`config.mk`:
```
export PLATFORM = sky130hd
export DESIGN_NAME = ct_idu_rf_vreg_wb_arb
export DESIGN_NICKNAME = d
export VERILOG_FILES = /design/src/rtl/ct_idu_vreg_pkg.sv /design/src/rtl/ct_idu_vreg_wb_fifo.sv /design/src/rtl/ct_idu_rf_vreg_wb_arb.sv
export SDC_FILE = /design/constraint.sdc
export NUM_CORES = 1
export LEC_CHECK = 0
export CAP_MARGIN = 20
export CORE_MARGIN = 2
export CORE_UTILIZATION = 45
export CTS_CLUSTER_DIAMETER = 40
export CTS_CLUSTER_SIZE = 25
export DETAILED_ROUTE_END_ITERATION = 6
export HOLD_SLACK_MARGIN = 0.15
export PLACE_DENSITY = 0.7
export SLEW_MARGIN = 20
export SYNTH_ARGS = -nofsm -noshare
export SYNTH_HDL_FRONTEND = slang
export SYNTH_HIERARCHICAL = 1
export SYNTH_SLANG_ARGS = --single-unit
```
`constraint.sdc`:
```
create_clock -name forever_cpuclk -period 5.4 [get_ports forever_cpuclk]
set_clock_uncertainty 0.2 [all_clocks]
set_input_delay 0.54 -clock forever_cpuclk [delete_from_list [all_inputs] [get_ports forever_cpuclk]]
set_output_delay 0.54 -clock forever_cpuclk [all_outputs]
set_load 0.005 [all_outputs]
```
`src/rtl/ct_idu_vreg_pkg.sv`:
```
// Shared types for the vector-register writeback arbiter.
//   PregW / DataW : physical vreg index and writeback data widths
//   wb_entry_t    : one buffered writeback {preg, data}
//   prod_e        : producer index (0: VFPU pipe6, 1: VFPU pipe7, 2: LSU pipe3)
package ct_idu_vreg_pkg;

  localparam int unsigned PregW   = 7;
  localparam int unsigned DataW   = 64;
  localparam int unsigned NumProd = 3;
  localparam int unsigned NumPort = 2;

  typedef struct packed {
    logic [PregW-1:0] preg;
    logic [DataW-1:0] data;
  } wb_entry_t;

  typedef enum logic [1:0] {
    ProdPipe6 = 2'd0,
    ProdPipe7 = 2'd1,
    ProdPipe3 = 2'd2
  } prod_e;

  // Producer visited at scan step k when the round-robin pointer is ptr (mod 3).
  function automatic prod_e rr_idx(input prod_e ptr, input logic [1:0] k);
    logic [2:0] s;
    s = {1'b0, ptr} + {1'b0, k};
    case (s)
      3'd0, 3'd3: return ProdPipe6;
      3'd1, 3'd4: return ProdPipe7;
      default:    return ProdPipe3;
    endcase
  endfunction

  // Successor of a producer index, mod 3.
  function automatic prod_e rr_next(input prod_e p);
    case (p)
      ProdPipe6: return ProdPipe7;
      ProdPipe7: return ProdPipe3;
      default:   return ProdPipe6;
    endcase
  endfunction

endpackage

```
`src/rtl/ct_idu_vreg_wb_fifo.sv`:
```
// Per-producer writeback FIFO.
//   clk_i, rst_ni  : clock, asynchronous active-low reset
//   push_i/wdata_i : write tail (caller guarantees !full_o)
//   pop_i          : drop head (caller guarantees !empty_o)
//   head_o         : current head entry
//   full_o/empty_o : registered occupancy flags
//   count_o        : registered occupancy
// Depth must be a power of two so the pointers wrap naturally.
module ct_idu_vreg_wb_fifo
  import ct_idu_vreg_pkg::*;
#(
  parameter int unsigned Depth = 2
) (
  input  logic                    clk_i,
  input  logic                    rst_ni,
  input  logic                    push_i,
  input  wb_entry_t               wdata_i,
  input  logic                    pop_i,
  output wb_entry_t               head_o,
  output logic                    full_o,
  output logic                    empty_o,
  output logic [$clog2(Depth):0]  count_o
);

  localparam int unsigned PtrW = (Depth > 1) ? $clog2(Depth) : 1;
  localparam int unsigned CntW = $clog2(Depth) + 1;

  wb_entry_t       mem_q [Depth];
  logic [PtrW-1:0] wr_ptr_q, wr_ptr_d;
  logic [PtrW-1:0] rd_ptr_q, rd_ptr_d;
  logic [CntW-1:0] count_q, count_d;

  always_comb begin
    wr_ptr_d = wr_ptr_q;
    rd_ptr_d = rd_ptr_q;
    count_d  = count_q;
    if (push_i) wr_ptr_d = wr_ptr_q + PtrW'(1);
    if (pop_i)  rd_ptr_d = rd_ptr_q + PtrW'(1);
    case ({push_i, pop_i})
      2'b10:   count_d = count_q + CntW'(1);
      2'b01:   count_d = count_q - CntW'(1);
      default: count_d = count_q;
    endcase
  end

  always_ff @(posedge clk_i or negedge rst_ni) begin
    if (!rst_ni) begin
      wr_ptr_q <= '0;
      rd_ptr_q <= '0;
      count_q  <= '0;
    end else begin
      wr_ptr_q <= wr_ptr_d;
      rd_ptr_q <= rd_ptr_d;
      count_q  <= count_d;
    end
  end

  // Storage needs no reset: contents are only observed when count_q says so.
  always_ff @(posedge clk_i) begin
    if (push_i) mem_q[wr_ptr_q] <= wdata_i;
  end

  assign head_o  = mem_q[rd_ptr_q];
  assign full_o  = (count_q == CntW'(Depth));
  assign empty_o = (count_q == '0);
  assign count_o = count_q;

endmodule

```
`src/rtl/ct_idu_rf_vreg_wb_arb.sv`:
```
// Vector-register writeback arbiter: three producers (0: VFPU pipe6, 1: VFPU pipe7, 2: LSU pipe3),
// each buffered in its own FIFO, drained round-robin onto two regfile write ports.
//   forever_cpuclk, cpurst_b      : clock, asynchronous active-low reset
//   req<i>_vld/preg/data_i        : producer writeback; req<i>_rdy_o = FIFO i not full
//   rf_wb_stall_i                 : blocks all grants, pops and bypasses
//   wbp<j>_vld/preg/data_o        : write port j (combinational from FIFO heads + grant)
//   arb_idle_o                    : all FIFOs empty
// Optional macro CT_VREG_WB_ARB_BYPASS_EN: an empty-FIFO producer may go straight to a free port in
// its push cycle, arbitrated after FIFO heads in the same rr order.
module ct_idu_rf_vreg_wb_arb
  import ct_idu_vreg_pkg::*;
#(
  parameter int unsigned FifoDepth = 2
) (
  input  logic             forever_cpuclk,
  input  logic             cpurst_b,
  input  logic             req0_vld_i,
  input  logic [PregW-1:0] req0_preg_i,
  input  logic [DataW-1:0] req0_data_i,
  output logic             req0_rdy_o,
  input  logic             req1_vld_i,
  input  logic [PregW-1:0] req1_preg_i,
  input  logic [DataW-1:0] req1_data_i,
  output logic             req1_rdy_o,
  input  logic             req2_vld_i,
  input  logic [PregW-1:0] req2_preg_i,
  input  logic [DataW-1:0] req2_data_i,
  output logic             req2_rdy_o,
  input  logic             rf_wb_stall_i,
  output logic             wbp0_vld_o,
  output logic [PregW-1:0] wbp0_preg_o,
  output logic [DataW-1:0] wbp0_data_o,
  output logic             wbp1_vld_o,
  output logic [PregW-1:0] wbp1_preg_o,
  output logic [DataW-1:0] wbp1_data_o,
  output logic             arb_idle_o
);

  localparam int unsigned CntW = $clog2(FifoDepth) + 1;

  logic [NumProd-1:0] req_vld, req_rdy, fifo_push, fifo_pop, fifo_full, fifo_empty;
  logic [NumProd-1:0] fifo_elig, byp_cand, byp_taken;
  wb_entry_t          req_ent  [NumProd];
  wb_entry_t          fifo_head[NumProd];
  logic [CntW-1:0]    fifo_cnt [NumProd];

  logic [NumPort-1:0] g_vld, g_byp;
  prod_e              g_idx [NumPort];
  prod_e              cand;
  wb_entry_t          port_ent[NumPort];
  prod_e              rr_ptr_q, rr_ptr_d;

  assign req_vld    = {req2_vld_i, req1_vld_i, req0_vld_i};
  assign req_ent[0] = '{preg: req0_preg_i, data: req0_data_i};
  assign req_ent[1] = '{preg: req1_preg_i, data: req1_data_i};
  assign req_ent[2] = '{preg: req2_preg_i, data: req2_data_i};

  // rdy comes from registered occupancy only, so a same-cycle pop never raises it.
  assign req_rdy   = ~fifo_full;
  assign fifo_elig = ~fifo_empty & {NumProd{~rf_wb_stall_i}};
  // An empty FIFO cannot have been granted, so emptiness alone rules out double grants.
  assign byp_cand  = req_vld & fifo_empty & {NumProd{~rf_wb_stall_i}};

  for (genvar i = 0; i < NumProd; i++) begin : g_fifo
    ct_idu_vreg_wb_fifo #(
      .Depth (FifoDepth)
    ) u_fifo (
      .clk_i   (forever_cpuclk),
      .rst_ni  (cpurst_b),
      .push_i  (fifo_push[i]),
      .wdata_i (req_ent[i]),
      .pop_i   (fifo_pop[i]),
      .head_o  (fifo_head[i]),
      .full_o  (fifo_full[i]),
      .empty_o (fifo_empty[i]),
      .count_o (fifo_cnt[i])
    );

    assert property (@(posedge forever_cpuclk) disable iff (!cpurst_b)
                     !(req_vld[i] && !req_rdy[i]))
      else $error("producer %0d pushed while not ready", i);
  end

  // Round-robin scan: first hit -> port0, second -> port1.
  always_comb begin
    g_vld    = '0;
    g_byp    = '0;
    g_idx[0] = ProdPipe6;
    g_idx[1] = ProdPipe6;
    cand     = ProdPipe6;
    for (int k = 0; k < NumProd; k++) begin
      cand = rr_idx(rr_ptr_q, 2'(k));
      if (fifo_elig[cand]) begin
        if (!g_vld[0]) begin
          g_vld[0] = 1'b1;
          g_idx[0] = cand;
        end else if (!g_vld[1]) begin
          g_vld[1] = 1'b1;
          g_idx[1] = cand;
        end
      end
    end
`ifdef CT_VREG_WB_ARB_BYPASS_EN
    for (int k = 0; k < NumProd; k++) begin
      cand = rr_idx(rr_ptr_q, 2'(k));
      if (byp_cand[cand]) begin
        if (!g_vld[0]) begin
          g_vld[0] = 1'b1;
          g_byp[0] = 1'b1;
          g_idx[0] = cand;
        end else if (!g_vld[1]) begin
          g_vld[1] = 1'b1;
          g_byp[1] = 1'b1;
          g_idx[1] = cand;
        end
      end
    end
`endif
  end

  always_comb begin
    for (int i = 0; i < NumProd; i++) begin
      fifo_pop[i]  = (g_vld[0] && !g_byp[0] && (g_idx[0] == 2'(i))) ||
                     (g_vld[1] && !g_byp[1] && (g_idx[1] == 2'(i)));
      byp_taken[i] = (g_vld[0] && g_byp[0] && (g_idx[0] == 2'(i))) ||
                     (g_vld[1] && g_byp[1] && (g_idx[1] == 2'(i)));
      fifo_push[i] = req_vld[i] && req_rdy[i] && !byp_taken[i];
    end
    for (int j = 0; j < NumPort; j++) begin
      port_ent[j] = g_byp[j] ? req_ent[g_idx[j]] : fifo_head[g_idx[j]];
    end
  end

  // Port1 is only ever filled after port0, so the last grant sits on port1 when it is valid.
  always_comb begin
    rr_ptr_d = rr_ptr_q;
    if (g_vld[1])      rr_ptr_d = rr_next(g_idx[1]);
    else if (g_vld[0]) rr_ptr_d = rr_next(g_idx[0]);
  end

  always_ff @(posedge forever_cpuclk or negedge cpurst_b) begin
    if (!cpurst_b) rr_ptr_q <= ProdPipe6;
    else           rr_ptr_q <= rr_ptr_d;
  end

  assign req0_rdy_o  = req_rdy[0];
  assign req1_rdy_o  = req_rdy[1];
  assign req2_rdy_o  = req_rdy[2];
  assign wbp0_vld_o  = g_vld[0];
  assign wbp0_preg_o = port_ent[0].preg;
  assign wbp0_data_o = port_ent[0].data;
  assign wbp1_vld_o  = g_vld[1];
  assign wbp1_preg_o = port_ent[1].preg;
  assign wbp1_data_o = port_ent[1].data;
  assign arb_idle_o  = (fifo_cnt[0] == '0) && (fifo_cnt[1] == '0) && (fifo_cnt[2] == '0);

endmodule

```
==> metrics.txt <==
crit start category flip-flop; GP Congestion 0.7993; grt met3 use 5.416%; CTS resizes 0; fin. max-slew vios 0; critical path arrival 4.34 ns; Post-synth top cells 426 x edfxtp_1, 207 x mux2_4, 154 x inv_1; fmax 196.7 MHz; final hold viol count 0; clk root buf clkbuf_16; CTS buffer count 67; Post-Syn Area 21,080 um2; initial antenna violation count 7; clock buffer depth 3; dpl cells 2,190; Worst Setup End Kind output pin; Layout Nets 1,878; CP Launch Point rr_ptr_q[0]; core footprint 46,360 um2; ys async rst share 3.182%; PD cells 704.5 nW/um2; Worst Path Max Fanout 39; pin count of the biggest net entering global routing 74; flops & latches, synth 440; synth-to-layout area growth 29.86%; First-pass DRT Iterations 5; leakage 10.39 nW; Yosys warning count 6; final wirelength 55,510 um; Syn Inst Count 1,282; share of layout cells above drive strength 1 25.66%; routing usage on met1 28.15%; Synth Area per Inst 16.44 um2; synth top area cells edfxtp_1 61%, mux2_4 15%, o221ai_2 4.9%; Final Setup Violations 0; DRC violations left 0; Die X 220.4 um; top-count cell post-synth edfxtp_1; min-delay worst type in2async; crit share post-route 94.16%; fin crit period 5.085 ns; Worst-Margin Slew 1.097 ns; Slew headroom 26.86%; MaxCap Viol Count 0; vias post-DR 12,740; Rows 79; leading area contributor after synthesis edfxtp_1; Die Ht 220.4 um; die area 48,590 um2; Crit Path Class reg2out; Clk pin slew, worst setup/hold paths 0.05 ns; Synth top area share 60.69%; Hold Buf Count CTS 0; All-Layer GR Usage 22.65%; gr ovfl total 0; H-tree Lvls 3; final core occ 59.05%; first-pass GRT wire length 80,730 um; CTS tree yes; Unique masters post-synth 54; Crit Reg-Reg Startpoint g_fifo[1].u_fifo/count_o[0]; WP data required 4.66 ns; Syn Nets 1,507; Clock Latency Late Sink 0.58 ns; IO Count 367; DRT iter0 DRCs 835; met2 usage 38.01%; routed vias/inst 5.497; DP HPWL 35,020 um; RSZ-0062 raised after global routing no; WHS 0.1716 ns; Most used DFF post-synth edfxtp_1; sequential-to-total area share from yosys stat 62.35%; clk sinks 440; Fin Setup TNS 0 ns; setup bufs post-CTS 0; outcome completed; final non-filler cell total 2,318; PortBufs 366; Starting Density 45.47%; Max VDD drop 0.5866 mV; drt wl/cell 23.95 um; number of global-route vias before repair 13,040; Post-synth EDFFs 426; most used routing layer met2; Routed Antenna Nets 0
## cell type report
| cell class | count | area (um2) |
|---|---|---|
| tap | 607 | 759.5 |
| sequential | 440 | 13150 |
| fill | 3541 | 18990 |
| inverter | 154 | 578.1 |
| antenna | 4 | 10.01 |
| timing repair buffer | 387 | 3908 |
| multi-input combinational | 603 | 6610 |
| clock buffer | 71 | 1713 |
| clock inverter | 52 | 640.6 |
## logic make-up after synthesis
logic type                 after synthesis  share of synthesized area (%)
muxes                                  216                          15.21
adders and majority gates                7                         0.4036
DFF                                    440                          62.35
AOI/OAI and AO/OA                      171                          9.414
and+or+nand+nor                        194                          5.253
xor gates and xnor gates                15                         0.6233
buffers and inverters                  239                          6.749
## per-layer routing
metal	wire, um	share of wire [%]	vias up
li1	-	-	5685
met1	22390	40	6461
met2	27220	49	496
met3	4193	7.6	95
met4	1679	3.0	6
met5	36	0.065	-
## power breakdown
part | switching [mW] | internal (mW) | total, mW
Clock | 1.65 | 2.81 | 4.46
Combinational | 4.63 | 4.99 | 9.62
Sequential | 0.511 | 4.69 | 5.20
## cell usage in the layout, fill, tap and decap left out, drive strengths merged, types with 4 or more instances in the layout
| cell | count |
|---|---|
| or2 | 4 |
| a21oi | 6 |
| clkbuf | 71 |
| ha | 6 |
| diode | 4 |
| mux2 | 213 |
| buf | 21 |
| and2 | 74 |
| nand3 | 72 |
| clkinv | 19 |
| dfrtp | 14 |
| o221ai | 72 |
| a221o | 71 |
| edfxtp | 426 |
| nor2 | 13 |
| inv | 172 |
| clkinvlp | 6 |
| clkdlybuf4s50 | 366 |
| nor2b | 7 |
| bufinv | 9 |
| xor2 | 9 |
| xnor2 | 6 |
| nand2b | 7 |
## worst paths after layout
kind,end,slack (ns),cells past startpoint
hold reg to reg,g_fifo[1].u_fifo/count_o[1],0.31,1
hold / removal,g_fifo[2].u_fifo/rd_ptr_q,0.17,1
setup / recovery,wbp1_data_o[30],0.32,9
setup reg to reg,g_fifo[0].u_fifo/count_o[1],1.36,10
max in group asynchronous,g_fifo[1].u_fifo/rd_ptr_q,4.34,1
min in group forever_cpuclk,g_fifo[1].u_fifo/count_o[1],0.31,1
## critical path, cell delays in order (launching register included)
cell	delay, ns
dfrtp_1	0.39
inv_1	0.09
ha_1	0.54
nor4b_1	0.28
o21ai_1	0.12
a2111oi_2	0.56
or2_4	0.66
buf_12	0.32
a221o_1	0.25
clkdlybuf4s50_1	0.52
## through the flow
step                worst slack [ns]  cell area [um2]  total power, mW
floorplan                     0.9189            21080            10.97
global placement              0.7676            24980            14.66
detailed placement            0.6549            24980            14.83
CTS                          0.04584            27330            19.38
global route                 0.08033            27370            20.21
finish                        0.3152            27370            19.28
## flip-flops by register name, summed over array words and instances (netlist names)
register,cells
g_fifo.u_fifo/rd_ptr_q,3
rr_ptr_q,2
g_fifo.u_fifo/mem_q,426
g_fifo.u_fifo/wr_ptr_q,3
g_fifo.u_fifo/count_o,6
Note: power is estimated with default switching activity, not from simulation.
